## src/rtl/mem_arbiter_if.sv

```systemverilog
// Bus bundle between the I/D caches, the arbiter and the shared slow memory.
// The slave modport is the arbiter's view; master is the surrounding environment.
interface mem_arbiter_if #(
    parameter int ADDR_W = 28,
    parameter int DATA_W = 128
);
    logic              mem_read_I;
    logic              mem_write_I;
    logic [ADDR_W-1:0] mem_addr_I;
    logic [DATA_W-1:0] mem_wdata_I;
    logic [DATA_W-1:0] mem_rdata_I;
    logic              mem_ready_I;

    logic              mem_read_D;
    logic              mem_write_D;
    logic [ADDR_W-1:0] mem_addr_D;
    logic [DATA_W-1:0] mem_wdata_D;
    logic [DATA_W-1:0] mem_rdata_D;
    logic              mem_ready_D;

    logic              mem_read;
    logic              mem_write;
    logic [ADDR_W-1:0] mem_addr;
    logic [DATA_W-1:0] mem_wdata;
    logic [DATA_W-1:0] mem_rdata;
    logic              mem_ready;

    modport slave (
        input  mem_read_I, mem_write_I, mem_addr_I, mem_wdata_I,
        output mem_rdata_I, mem_ready_I,
        input  mem_read_D, mem_write_D, mem_addr_D, mem_wdata_D,
        output mem_rdata_D, mem_ready_D,
        output mem_read, mem_write, mem_addr, mem_wdata,
        input  mem_rdata, mem_ready
    );

    modport master (
        output mem_read_I, mem_write_I, mem_addr_I, mem_wdata_I,
        input  mem_rdata_I, mem_ready_I,
        output mem_read_D, mem_write_D, mem_addr_D, mem_wdata_D,
        input  mem_rdata_D, mem_ready_D,
        input  mem_read, mem_write, mem_addr, mem_wdata,
        output mem_rdata, mem_ready
    );
endinterface

```

## src/rtl/mem_arbiter.sv

```systemverilog
// Two-port (I-cache / D-cache) arbiter onto one shared memory, one transaction at a time.
// Define ARB_ROUND_ROBIN_EN for round-robin on collisions; default is fixed D-side priority.
module mem_arbiter (
    input  logic         clk,
    input  logic         rst_n,
    mem_arbiter_if.slave bus,
    output logic [1:0]   dbg_state,
    output logic         dbg_last_gnt
);

    typedef enum logic [1:0] {
        IDLE  = 2'b00,
        GNT_I = 2'b01,
        GNT_D = 2'b10
    } state_t;

    state_t state;
    state_t next_state;
    logic   last_gnt;
    logic   req_i;
    logic   req_d;
    logic   pick_d;

    assign req_i = bus.mem_read_I | bus.mem_write_I;
    assign req_d = bus.mem_read_D | bus.mem_write_D;

`ifdef ARB_ROUND_ROBIN_EN
    assign pick_d = ~last_gnt;
`else
    assign pick_d = 1'b1;
`endif

    always_ff @(posedge clk or negedge rst_n) begin
        if (!rst_n) begin
            state    <= IDLE;
            last_gnt <= 1'b0;
        end else begin
            state <= next_state;
            if (state == IDLE && next_state != IDLE)
                last_gnt <= (next_state == GNT_D);
        end
    end

    // A granted side holds the grant until mem_ready even if its request drops.
    always_comb begin
        next_state = state;
        case (state)
            IDLE: begin
                if (req_i && req_d)
                    next_state = pick_d ? GNT_D : GNT_I;
                else if (req_d)
                    next_state = GNT_D;
                else if (req_i)
                    next_state = GNT_I;
            end
            GNT_I:   if (bus.mem_ready) next_state = IDLE;
            GNT_D:   if (bus.mem_ready) next_state = IDLE;
            default: next_state = IDLE;
        endcase
    end

    always_comb begin
        bus.mem_read    = 1'b0;
        bus.mem_write   = 1'b0;
        bus.mem_addr    = '0;
        bus.mem_wdata   = '0;
        bus.mem_ready_I = 1'b0;
        bus.mem_ready_D = 1'b0;
        case (state)
            GNT_I: begin
                bus.mem_read    = bus.mem_read_I;
                bus.mem_write   = bus.mem_write_I;
                bus.mem_addr    = bus.mem_addr_I;
                bus.mem_wdata   = bus.mem_wdata_I;
                bus.mem_ready_I = bus.mem_ready;
            end
            GNT_D: begin
                bus.mem_read    = bus.mem_read_D;
                bus.mem_write   = bus.mem_write_D;
                bus.mem_addr    = bus.mem_addr_D;
                bus.mem_wdata   = bus.mem_wdata_D;
                bus.mem_ready_D = bus.mem_ready;
            end
            default: ;
        endcase
    end

    assign bus.mem_rdata_I = bus.mem_rdata;
    assign bus.mem_rdata_D = bus.mem_rdata;

    assign dbg_state    = state;
    assign dbg_last_gnt = last_gnt;

endmodule
```

## src/flat_wrapper.sv

```systemverilog
// flat-port wrapper written by rule: the top's interface ports become plain ports
module mem_arbiter_flat 
  (clk, rst_n, dbg_state, dbg_last_gnt, bus_mem_read_I, bus_mem_write_I, bus_mem_addr_I, bus_mem_wdata_I, bus_mem_rdata_I, bus_mem_ready_I, bus_mem_read_D, bus_mem_write_D, bus_mem_addr_D, bus_mem_wdata_D, bus_mem_rdata_D, bus_mem_ready_D, bus_mem_read, bus_mem_write, bus_mem_addr, bus_mem_wdata, bus_mem_rdata, bus_mem_ready);
  mem_arbiter_if bus_i ();
  input  logic clk;
  input  logic rst_n;
  output logic [1:0] dbg_state;
  output logic dbg_last_gnt;
  input wire logic [$bits(bus_i.mem_read_I)-1:0] bus_mem_read_I;
  input wire logic [$bits(bus_i.mem_write_I)-1:0] bus_mem_write_I;
  input wire logic [$bits(bus_i.mem_addr_I)-1:0] bus_mem_addr_I;
  input wire logic [$bits(bus_i.mem_wdata_I)-1:0] bus_mem_wdata_I;
  output wire logic [$bits(bus_i.mem_rdata_I)-1:0] bus_mem_rdata_I;
  output wire logic [$bits(bus_i.mem_ready_I)-1:0] bus_mem_ready_I;
  input wire logic [$bits(bus_i.mem_read_D)-1:0] bus_mem_read_D;
  input wire logic [$bits(bus_i.mem_write_D)-1:0] bus_mem_write_D;
  input wire logic [$bits(bus_i.mem_addr_D)-1:0] bus_mem_addr_D;
  input wire logic [$bits(bus_i.mem_wdata_D)-1:0] bus_mem_wdata_D;
  output wire logic [$bits(bus_i.mem_rdata_D)-1:0] bus_mem_rdata_D;
  output wire logic [$bits(bus_i.mem_ready_D)-1:0] bus_mem_ready_D;
  output wire logic [$bits(bus_i.mem_read)-1:0] bus_mem_read;
  output wire logic [$bits(bus_i.mem_write)-1:0] bus_mem_write;
  output wire logic [$bits(bus_i.mem_addr)-1:0] bus_mem_addr;
  output wire logic [$bits(bus_i.mem_wdata)-1:0] bus_mem_wdata;
  input wire logic [$bits(bus_i.mem_rdata)-1:0] bus_mem_rdata;
  input wire logic [$bits(bus_i.mem_ready)-1:0] bus_mem_ready;
  assign bus_i.mem_read_I = bus_mem_read_I;
  assign bus_i.mem_write_I = bus_mem_write_I;
  assign bus_i.mem_addr_I = bus_mem_addr_I;
  assign bus_i.mem_wdata_I = bus_mem_wdata_I;
  assign bus_mem_rdata_I = bus_i.mem_rdata_I;
  assign bus_mem_ready_I = bus_i.mem_ready_I;
  assign bus_i.mem_read_D = bus_mem_read_D;
  assign bus_i.mem_write_D = bus_mem_write_D;
  assign bus_i.mem_addr_D = bus_mem_addr_D;
  assign bus_i.mem_wdata_D = bus_mem_wdata_D;
  assign bus_mem_rdata_D = bus_i.mem_rdata_D;
  assign bus_mem_ready_D = bus_i.mem_ready_D;
  assign bus_mem_read = bus_i.mem_read;
  assign bus_mem_write = bus_i.mem_write;
  assign bus_mem_addr = bus_i.mem_addr;
  assign bus_mem_wdata = bus_i.mem_wdata;
  assign bus_i.mem_rdata = bus_mem_rdata;
  assign bus_i.mem_ready = bus_mem_ready;
  mem_arbiter u_core (.clk(clk), .rst_n(rst_n), .bus(bus_i), .dbg_state(dbg_state), .dbg_last_gnt(dbg_last_gnt));
endmodule
```

## config.mk

```make
export PLATFORM = sky130hd
export DESIGN_NAME = mem_arbiter_flat
export DESIGN_NICKNAME = d
export VERILOG_FILES = /design/src/rtl/mem_arbiter_if.sv /design/src/rtl/mem_arbiter.sv /design/src/flat_wrapper.sv
export SDC_FILE = /design/constraint.sdc
export NUM_CORES = 1
export LEC_CHECK = 0
export BUFFER_PORTS_ARGS = -buffer_cell sky130_fd_sc_hd__buf_2
export CORE_AREA = 4 4 332 334
export DETAILED_ROUTE_END_ITERATION = 10
export DIE_AREA = 0 0 336 338
export GPL_TIMING_DRIVEN = 0
export PLACE_DENSITY_LB_ADDON = 0.1
export SYNTH_ARGS = -nofsm -noshare
export SYNTH_HDL_FRONTEND = slang
export SYNTH_SLANG_ARGS = --single-unit
```

## constraint.sdc

```tcl
create_clock -name clk -period 2.3 [get_ports clk]
set_clock_uncertainty 0.05 [all_clocks]
set_input_delay 0.115 -clock clk [delete_from_list [all_inputs] [get_ports clk]]
set_output_delay 0.115 -clock clk [all_outputs]
set_load 0.005 [all_outputs]
```

==> results of run 1 <==
-- sequential cells by signal (all words and copies together) (netlist names) --
| name | count |
|---|---|
| u_core.dbg_state | 2 |
| u_core.dbg_last_gnt | 1 |
-- worst max-delay path, delay by kind of cell, from the launching register on --
kind	cells	cell delay (ps)
buffers and inverters	5	790
flip-flops	1	440
adder cells (fa/ha/maj)	1	200
AND/OR/NAND/NOR	1	190
AO/OA/AOI/OAI	1	110
-- what timing repair did --
item	4_1_cts	5_1_grt
buffers inserted	2	0
hold endpoints to repair	3	0
hold buffers	1	0
cloned	1	0
setup endpoints to repair	160	43
gates resized for setup	60	16
-- per-stage QoR --
| step | area [um^2] | setup TNS, ps |
|---|---|---|
| floorplan | 4600 | 0 |
| global placement | 10000 | -56110 |
| detailed placement | 10000 | -60080 |
| CTS | 10400 | 0 |
| global route | 10400 | 0 |
| finish | 10400 | 0 |
-- cell type report --
type	instances	area (um^2)	share of cell area [%]
sequential	3	77.6	0.746
timing repair buffer	741	3750	36.0
multi-input combinational	338	2360	22.7
tap	1403	1760	16.9
buffer	308	2360	22.7
inverter	2	7.51	0.0722
clock buffer	4	78.8	0.758
antenna	2	5.00	0.0481
-- cells by family (layout without fill, tap and decap cells) --
group / count (synthesis) / count (layout) / synth area share [%]
AND/OR/NAND/NOR: 169 / 169 / 23.0
AO/OA/AOI/OAI: 165 / 165 / 26.6
flip-flops: 3 / 3 / 1.63
other: 0 / 2 / 0
adder cells (fa/ha/maj): 4 / 4 / 1.09
buffers and inverters: 311 / 1055 / 47.7
-- power breakdown --
| group | internal (uW) | leakage, uW | total [uW] | switching, uW |
|---|---|---|---|---|
| Combinational | 3200 | 0.00529 | 6700 | 3490 |
| Clock | 229 | 0.0000382 | 274 | 45.8 |
| Sequential | 77.9 | 0.0000326 | 110 | 32.0 |
-- layout by cell type (no fill, tap or decap), types with 2 or more instances in the layout --
master	instances
buf_2	742
buf_4	268
nor2b_1	157
a22oi_1	156
clkbuf_4	10
clkbuf_1	7
buf_6	7
clkbuf_2	7
buf_12	3
nor2b_2	3
a21oi_1	3
clkbuf_16	3
diode_2	2
inv_2	2
buf_8	2
a22oi_2	2
nor2_1	2
nand2_1	2
and2_1	2
ha_1	2
dfrtp_2	2
-- worst paths after layout --
kind,from,endpoint,slack [ps],cells past startpoint
worst max-delay path,u_core.dbg_state[1]$_DFF_PN0_,bus_mem_wdata[94],130,8
worst min-delay path,rst_n,u_core.dbg_last_gnt$_DFFE_PN0P_,230,2
worst max register to register,u_core.dbg_state[0]$_DFF_PN0_,u_core.dbg_last_gnt$_DFFE_PN0P_,440,7
worst min register to register,u_core.dbg_last_gnt$_DFFE_PN0P_,u_core.dbg_last_gnt$_DFFE_PN0P_,490,2
max in group asynchronous,rst_n,u_core.dbg_state[0]$_DFF_PN0_,1850,2
min in group clk,bus_mem_write_D,u_core.dbg_state[1]$_DFF_PN0_,260,3
-- metal layers --
| layer | wire length [um] | global-route usage, % | part of all wire [%] | vias to the layer above |
|---|---|---|---|---|
| li1 | - | - | - | 3476 |
| met4 | 129 | 0.395 | 0.29 | 8 |
| met2 | 23200 | 13.6 | 52 | 485 |
| met3 | 4630 | 2.40 | 10 | 18 |
| met5 | 57 | 0 | 0.13 | - |
| met1 | 16200 | 7.42 | 37 | 3287 |
==> results.py, run 1 <==
metrics = {
    "outcome": {
        "status": "complete, no violations",
    },
    "placed_design": {
        "dp_hpwl_um": 40200,
        "io_buffers": 737,
        "placed_cells": 2792,
        "preCtsSetupSlack_ps": -799,
        "place_congestion": 0.723,
    },
    "critical_path": {
        "crit_arrival_ps": 2010,
        "critPathKind": "flop to primary output",
        "slowest_delay_ps": 440,
        "crit_fanout": 10,
        "cp-start-kind": "flop",
        "slowest_stage": "dfrtp_2",
        "worst_setup_path_end_kind": "primary output",
        "crit_path_cell_trace": "inv_2 -> ha_2 -> buf_12 -> buf_16 -> buf_4 -> a22oi_1 -> nor2b_2 -> buf_2",
        "worstPathRequired_ps": 2130,
    },
    "synthesis": {
        "synth-edff-count": 0,
        "synth.most_common_cell": "buf_4",
        "synth_area_um2": 4600,
        "yosys_warnings": 0,
        "async_flop_share_pct": 100,
        "ys_seq_elements": 3,
        "ys_types": 19,
        "netlist_top_cells_count": "buf_4 (266), nor2b_1 (160), a22oi_1 (158)",
        "syn_inst": 652,
        "synth_seq_area_share_pct": 1.63,
        "avgSynthCellArea_um2": 7.06,
        "syn_nets": 1103,
        "synth_top_area_share_pct": 43.4,
        "synthTopCellsByArea": "buf_4 (43%), a22oi_1 (26%), nor2b_1 (22%)",
        "ys.flop_type": "dfrtp_1",
        "yosys.area.top_type": "buf_4",
    },
    "pwr": {
        "power_density_nw_per_um2": 681,
        "peakVddDrop_mv": 0.234,
        "leakage_uw": 0.00536,
        "p_total_uw": 7080,
    },
    "route": {
        "vias": 7274,
        "drc": 0,
        "totalWireLength_um": 44300,
        "drt_iter0_markers": 156,
        "via_per_inst": 2.60,
        "drtAntennaViolNets": 0,
        "drtPass1Iterations": 4,
        "wl_per_cell_um": 15.8,
    },
    "sta": {
        "finalHoldViolCount": 0,
        "setup_viol": 0,
        "slew_violations": 0,
        "worst_pin_slew_ps": 488,
        "timing.final.crit_share_pct": 94.5,
        "maxSlewHeadroom_pct": 67.5,
        "fin_ws_ps": 127,
        "max_freq_mhz": 460,
        "period_minus_slack_ps": 2170,
        "holdWs_ps": 228,
        "rsz0062_at_grt": "false",
    },
    "layout": {
        "fin_util_pct": 9.73,
        "drive_above_1_share_pct": 75.7,
        "layout.nets": 1848,
        "final-instance-count-excl-fill": 2801,
        "nFillCells": 12680,
        "syn_to_final_growth_pct": 126,
    },
    "clock_tree": {
        "cts_num_sinks": 3,
        "path_clk_slew_ps": 30,
        "ctsLongestPathBuffers": 2,
        "cts_root_buffer": "clkbuf_16",
        "clk_latency_ps": 220,
        "cts_inserted_buffers": 3,
        "htreeDepth": 1,
        "cts_tree": "done",
    },
    "floorplan": {
        "std_cell_rows": 120,
        "core-area_um2": 107000,
        "die_width_um": 336,
        "die_area_um2": 114000,
        "ios": 866,
        "die_h_um": 338,
        "start_util_pct": 4.31,
    },
    "hold_path": {
        "min_path_type": "input pin to asynchronous set/reset pin",
    },
    "global_routing": {
        "grt_pass1_wl_um": 56500,
        "antenna_found_initial": 12,
        "grt_max_degree": 20,
        "grt_usage_pct": 6.92,
        "overflow": 0,
        "grt_pass1_vias": 7669,
    },
    "flow_run": {
        "cap_violations": 0,
    },
}
(Power assumes the default switching activity.)
==> run 2: changes to the inputs <==
Settings changed: PLACE_DENSITY_LB_ADDON 0.1 to unset.
==> results.py, run 2 (same netlist as run 1, synthesis figures left out) <==
metrics = {
    "outcome": {
        "status": "complete, but fails checks",
        "violations": "negative setup slack",
    },
    "clock_tree": {
        "htreeDepth": 1,
        "cts_tree": "done",
        "clk_latency_ps": 230,
        "cts_inserted_buffers": 3,
        "ctsLongestPathBuffers": 2,
        "cts_root_buffer": "clkbuf_16",
        "path_clk_slew_ps": 30,
        "cts_num_sinks": 3,
    },
    "pwr": {
        "p_sw_uw": 4920,
        "p_seq_share_pct": 1.1,
        "leakage_uw": 0.00551,
        "clock_power_share_pct": 3.2,
        "pwr-share-comb_pct": 95.7,
        "power_density_nw_per_um2": 824,
        "internal_power_uw": 4040,
        "switching_share_pct": 54.9,
        "p_total_uw": 8960,
        "peakVddDrop_mv": 0.305,
    },
    "floorplan": {
        "die_h_um": 338,
        "die_width_um": 336,
        "die_area_um2": 114000,
        "start_util_pct": 4.31,
        "std_cell_rows": 120,
        "core-area_um2": 107000,
        "ios": 866,
    },
    "global_routing": {
        "antenna_found_initial": 31,
        "grt_pass1_wl_um": 72000,
        "grt_max_degree": 11,
        "met1_usage_pct": 11.2,
        "grt_use_met2_pct": 15.8,
        "met3_usage_pct": 5.95,
        "overflow": 0,
        "grt_pass1_vias": 7418,
        "busiest_layer": "met2",
        "grt_usage_pct": 9.72,
    },
    "route": {
        "drtPass1Iterations": 5,
        "totalWireLength_um": 60900,
        "drt_iter0_markers": 452,
        "wl_per_cell_um": 21.6,
        "drc": 0,
        "drtAntennaViolNets": 0,
        "vias": 7734,
        "via_per_inst": 2.74,
    },
    "layout": {
        "nFillCells": 12510,
        "layout.nets": 1861,
        "layout_common_cells": "buf_2 (724), buf_4 (288), nor2b_1 (152)",
        "final_common_cell": "buf_2",
        "drive_above_1_share_pct": 78.1,
        "syn_to_final_growth_pct": 136,
        "largest_reg_flops": 2,
        "stdcell_area_um2": 10900,
    },
    "critical_path": {
        "crit_path_cell_trace": "inv_2 -> ha_2 -> buf_12 -> buf_16 -> buf_4 -> a22oi_1 -> nor2b_1 -> buf_2",
        "critPathKind": "flop to primary output",
        "cp-start-kind": "flop",
        "worstPathRequired_ps": 2130,
        "crit_arrival_ps": 2140,
        "slowest_stage": "a22oi_1",
        "crit_fanout": 10,
        "worst_setup_path_end_kind": "primary output",
        "slowest_delay_ps": 470,
    },
    "placed_design": {
        "dpl-instance-area_um2": 10000,
        "dp_hpwl_um": 55700,
        "io_buffers": 737,
        "preCtsSetupSlack_ps": -1010,
        "place_congestion": 0.907,
    },
    "hold_path": {
        "min_path_type": "input pin to flop",
    },
    "sta": {
        "setup_viol": 1,
        "slew_violations": 0,
        "fin_ws_ps": -0.212,
        "finalHoldViolCount": 0,
        "period_minus_slack_ps": 2300,
        "timing.final.crit_share_pct": 100,
        "max_freq_mhz": 435,
        "tns_ps": -0.212,
        "holdWs_ps": 214,
        "maxSlewHeadroom_pct": 64.4,
        "worst_pin_slew_ps": 533,
        "rsz0062_at_grt": "true",
    },
    "flow_run": {
        "cap_violations": 0,
    },
}
==> run 2: changes by cell type in the layout (fill, tap and decap cells not counted), moves of 5 or more <==
cell	delta
buf_4	+20
buf_2	-18
nor2b_1	-5
diode_2	+8
a22oi_2	+26
buf_12	+5
a22oi_1	-26
buf_6	+8
==> run 2: worst paths after layout <==
path / start / to / slack [ps] / cells after the start
max in group asynchronous: rst_n / u_core.dbg_state[1]$_DFF_PN0_ / 1840 / 2
min in group asynchronous: rst_n / u_core.dbg_state[0]$_DFF_PN0_ / 250 / 2
min: bus_mem_write_D / u_core.dbg_state[1]$_DFF_PN0_ / 210 / 3
max reg2reg: u_core.dbg_state[0]$_DFF_PN0_ / u_core.dbg_last_gnt$_DFFE_PN0P_ / 550 / 6
min reg2reg: u_core.dbg_last_gnt$_DFFE_PN0P_ / u_core.dbg_last_gnt$_DFFE_PN0P_ / 530 / 2
max: u_core.dbg_state[1]$_DFF_PN0_ / bus_mem_wdata[86] / -0.2 / 8
==> run 2: final cells by class <==
class                           count  area, um^2  share of cell area, %
Tap cell                         1403        1760                   16.1
Buffer                            305        2380                   21.9
Multi-Input combinational cell    338        2530                   23.3
Clock buffer                        4        78.8                  0.725
Sequential cell                     3        75.1                  0.690
Antenna cell                       10        25.0                  0.230
Inverter                            2        7.51                 0.0690
Timing Repair Buffer              757        4020                   36.9
==> run 2: power groups by stage <==
| stage | clock [uW] | combinational [uW] | sequential (uW) |
|---|---|---|---|
| 6_report | 286 | 8580 | 96.4 |
| 5_1_grt | 290 | 9370 | 98.4 |
| 4_1_cts | 288 | 8900 | 95.7 |
| 2_1_floorplan | 0 | 3240 | 95.9 |
| 3_3_place_gp | 0 | 7580 | 100 |
| 3_5_place_dp | 0 | 7630 | 101 |
==> run 2: stage by stage <==
stage	util, %	std cells
after floorplan	-	652
after global placement	9.40	2792
after detailed placement	9.40	2792
after CTS	10.1	2811
after global routing	10.2	2816
final	10.2	2822
==> run 2: repair_timing <==
item / CTS / global route
endpoints found under the setup margin: 157 / 36
hold buffers: 1 / 0
gates cloned: 2 / 0
resized for setup: 125 / 28
hold endpoints to repair: 3 / 0
buffers inserted: 15 / 2
pin swaps: 3 / 2
==> run 2: worst max-delay path: cells and delay by family (launching register included) <==
kind | cells | cell delay, ps
buffers and inverters | 5 | 730
AO/OA/AOI/OAI | 1 | 470
flip-flops | 1 | 380
adder cells (fa/ha/maj) | 1 | 190
AND/OR/NAND/NOR | 1 | 120
==> run 2: layer usage <==
layer | up-vias | part of all wire, %
met1 | 3589 | 39
met4 | 10 | 1.4
li1 | 3516 | -
met5 | - | 0.11
met2 | 581 | 46
met3 | 38 | 14
==> run 3: changes to the inputs <==
Settings changed: ABC_AREA set to 1, CORE_AREA 4 4 332 334 to 4 4 339 341, DIE_AREA 0 0 336 338 to 0 0 343 345.
==> results.py, run 3 <==
metrics = {
    "synthesis": {
        "synthTopCellsByArea": "buf_4 (45%), nand2_1 (27%), a21oi_1 (18%)",
        "ys_seq_elements": 3,
        "netlist_top_cells_count": "nand2_1 (325), buf_4 (270), a21oi_1 (160)",
        "synth_top_area_share_pct": 44.8,
        "syn_inst": 818,
        "yosys_warnings": 0,
        "synth-edff-count": 0,
        "synth.most_common_cell": "nand2_1",
        "ys.flop_type": "dfrtp_1",
        "syn_nets": 1269,
        "ys_types": 13,
        "yosys.area.top_type": "buf_4",
        "async_flop_share_pct": 100,
        "avgSynthCellArea_um2": 5.53,
        "synth_area_um2": 4520,
        "synth_seq_area_share_pct": 1.66,
    },
    "clock_tree": {
        "cts_root_buffer": "clkbuf_16",
        "cts_inserted_buffers": 3,
        "cts_tree": "done",
        "path_clk_slew_ps": 30,
        "ctsLongestPathBuffers": 2,
        "htreeDepth": 1,
        "cts_num_sinks": 3,
        "post-cts-setup-buffers": 0,
        "clk_latency_ps": 220,
    },
    "pwr": {
        "p_total_uw": 7660,
        "power_density_nw_per_um2": 720,
        "p_sw_uw": 4790,
        "clock_power_share_pct": 3.6,
        "peakVddDrop_mv": 0.466,
        "pwr-share-comb_pct": 95.0,
        "switching_share_pct": 62.5,
        "internal_power_uw": 2870,
        "leakage_uw": 0.00543,
        "p_seq_share_pct": 1.4,
    },
    "route": {
        "drtPass1Iterations": 5,
        "vias": 8149,
        "drc": 0,
        "wl_per_cell_um": 20.5,
        "drt_iter0_markers": 582,
        "via_per_inst": 2.66,
        "drtAntennaViolNets": 0,
        "totalWireLength_um": 63000,
    },
    "layout": {
        "final_common_cell": "buf_2",
        "layout.nets": 2012,
        "nFillCells": 13179,
        "regArea_um2": 77.6,
        "largest_reg_flops": 2,
        "syn_to_final_growth_pct": 135,
        "multi_input_area_um2": 2300,
        "layout_common_cells": "buf_2 (723), nand2_1 (321), buf_4 (285)",
        "drive_above_1_share_pct": 69.2,
        "fin_util_pct": 9.52,
    },
    "sta": {
        "slew_violations": 0,
        "maxSlewHeadroom_pct": 59.7,
        "tns_ps": 0,
        "finalHoldViolCount": 0,
        "timing.final.crit_share_pct": 95.0,
        "setup_viol": 0,
        "worst_pin_slew_ps": 604,
        "fin_ws_ps": 115,
        "period_minus_slack_ps": 2180,
        "max_freq_mhz": 458,
    },
    "critical_path": {
        "cp-start-kind": "flop",
        "critPathKind": "flop to primary output",
        "crit_fanout": 10,
        "r2r_slack_ps": 940,
        "crit_arrival_ps": 2020,
        "worst_setup_path_end_kind": "primary output",
        "worstPathRequired_ps": 2130,
    },
    "placed_design": {
        "place_congestion": 0.863,
        "dp_hpwl_um": 58600,
        "preCtsSetupSlack_ps": -513,
        "io_buffers": 737,
    },
    "floorplan": {
        "die_h_um": 345,
        "die_area_um2": 118000,
        "core-area_um2": 112000,
        "std_cell_rows": 123,
        "ios": 866,
        "start_util_pct": 4.04,
        "die_width_um": 343,
    },
    "hold_path": {
        "min_path_type": "input pin to asynchronous set/reset pin",
    },
    "flow_run": {
        "cap_violations": 0,
    },
    "outcome": {
        "status": "complete, no violations",
    },
    "global_routing": {
        "grt_pass1_wl_um": 76000,
        "grt_usage_pct": 9.70,
        "grt_max_degree": 11,
        "antenna_found_initial": 22,
        "grt_pass1_vias": 7839,
        "overflow": 0,
    },
}
==> run 3: power by group through the flow <==
stage               logic, uW  registers [uW]  clock network, uW
finish                   7280             105                277
global route             8130             109                285
CTS                      7570             104                280
detailed placement       6990             102                  0
global placement         6960            99.2                  0
floorplan                2700            97.8                  0
==> run 3: kinds of logic (layout without fill, tap and decap cells) <==
group / count (synthesis) / count (layout) / synth area share [%]
compound gates: 160 / 160 / 17.7
fa+ha+maj: 4 / 4 / 1.11
buf+inv: 319 / 1061 / 51.9
flops: 3 / 3 / 1.66
other cells: 0 / 7 / 0
simple gates: 332 / 332 / 27.7
==> run 3: worst paths after layout <==
kind,from,end,cells after the start
setup reg to reg,u_core.dbg_state[1]$_DFF_PN0_,u_core.dbg_last_gnt$_DFFE_PN0P_,7
hold reg to reg,u_core.dbg_last_gnt$_DFFE_PN0P_,u_core.dbg_last_gnt$_DFFE_PN0P_,2
max in group asynchronous,rst_n,u_core.dbg_state[1]$_DFF_PN0_,2
setup / recovery,u_core.dbg_state[1]$_DFF_PN0_,bus_mem_wdata[83],8
min in group clk,bus_mem_write_D,u_core.dbg_state[0]$_DFF_PN0_,6
hold / removal,rst_n,u_core.dbg_last_gnt$_DFFE_PN0P_,2
==> run 3: layout make-up <==
type                            instances  share of cell area, %
Clock buffer                            4                  0.740
Multi-Input combinational cell        496                   21.6
Buffer                                307                   22.7
Antenna cell                            7                  0.165
Timing Repair Buffer                  740                   36.0
Tap cell                             1500                   17.6
Sequential cell                         3                  0.729
Inverter                               10                  0.400
==> run 3: metal layers <==
layer / share of wire, % / up-vias / global-route usage, %
met4: 1.6 / 0 / 1.20
met1: 32 / 3722 / 9.33
met2: 51 / 580 / 18.1
met3: 16 / 46 / 5.76
li1: - / 3801 / -
met5: 0 / - / 0
==> run 3: metrics by stage <==
| step | hold slack, ps | instance area, um^2 | instances |
|---|---|---|---|
| CTS | 187 | 10500 | 3060 |
| finish | 183 | 10600 | 3067 |
| global route | 191 | 10600 | 3063 |
| floorplan | -231 | 4520 | 818 |
| global placement | -140 | 10100 | 3055 |
| detailed placement | -137 | 10100 | 3055 |
==> run 3: critical path, stage by stage, from the launching register on <==
cell       delay, ps
dfrtp_2          440
inv_1            120
ha_2             200
buf_12           160
clkbuf_16        190
buf_6            150
nand2_1          110
a21oi_2          190
buf_4            200
==> run 3: what timing repair did <==
item                       in CTS  in global routing
gates resized for setup        83                 32
pin swaps                       2                  2
hold buffers                    1                  0
gates cloned                    0                  2
setup endpoints to repair     148                 52
hold endpoints to repair        3                  0
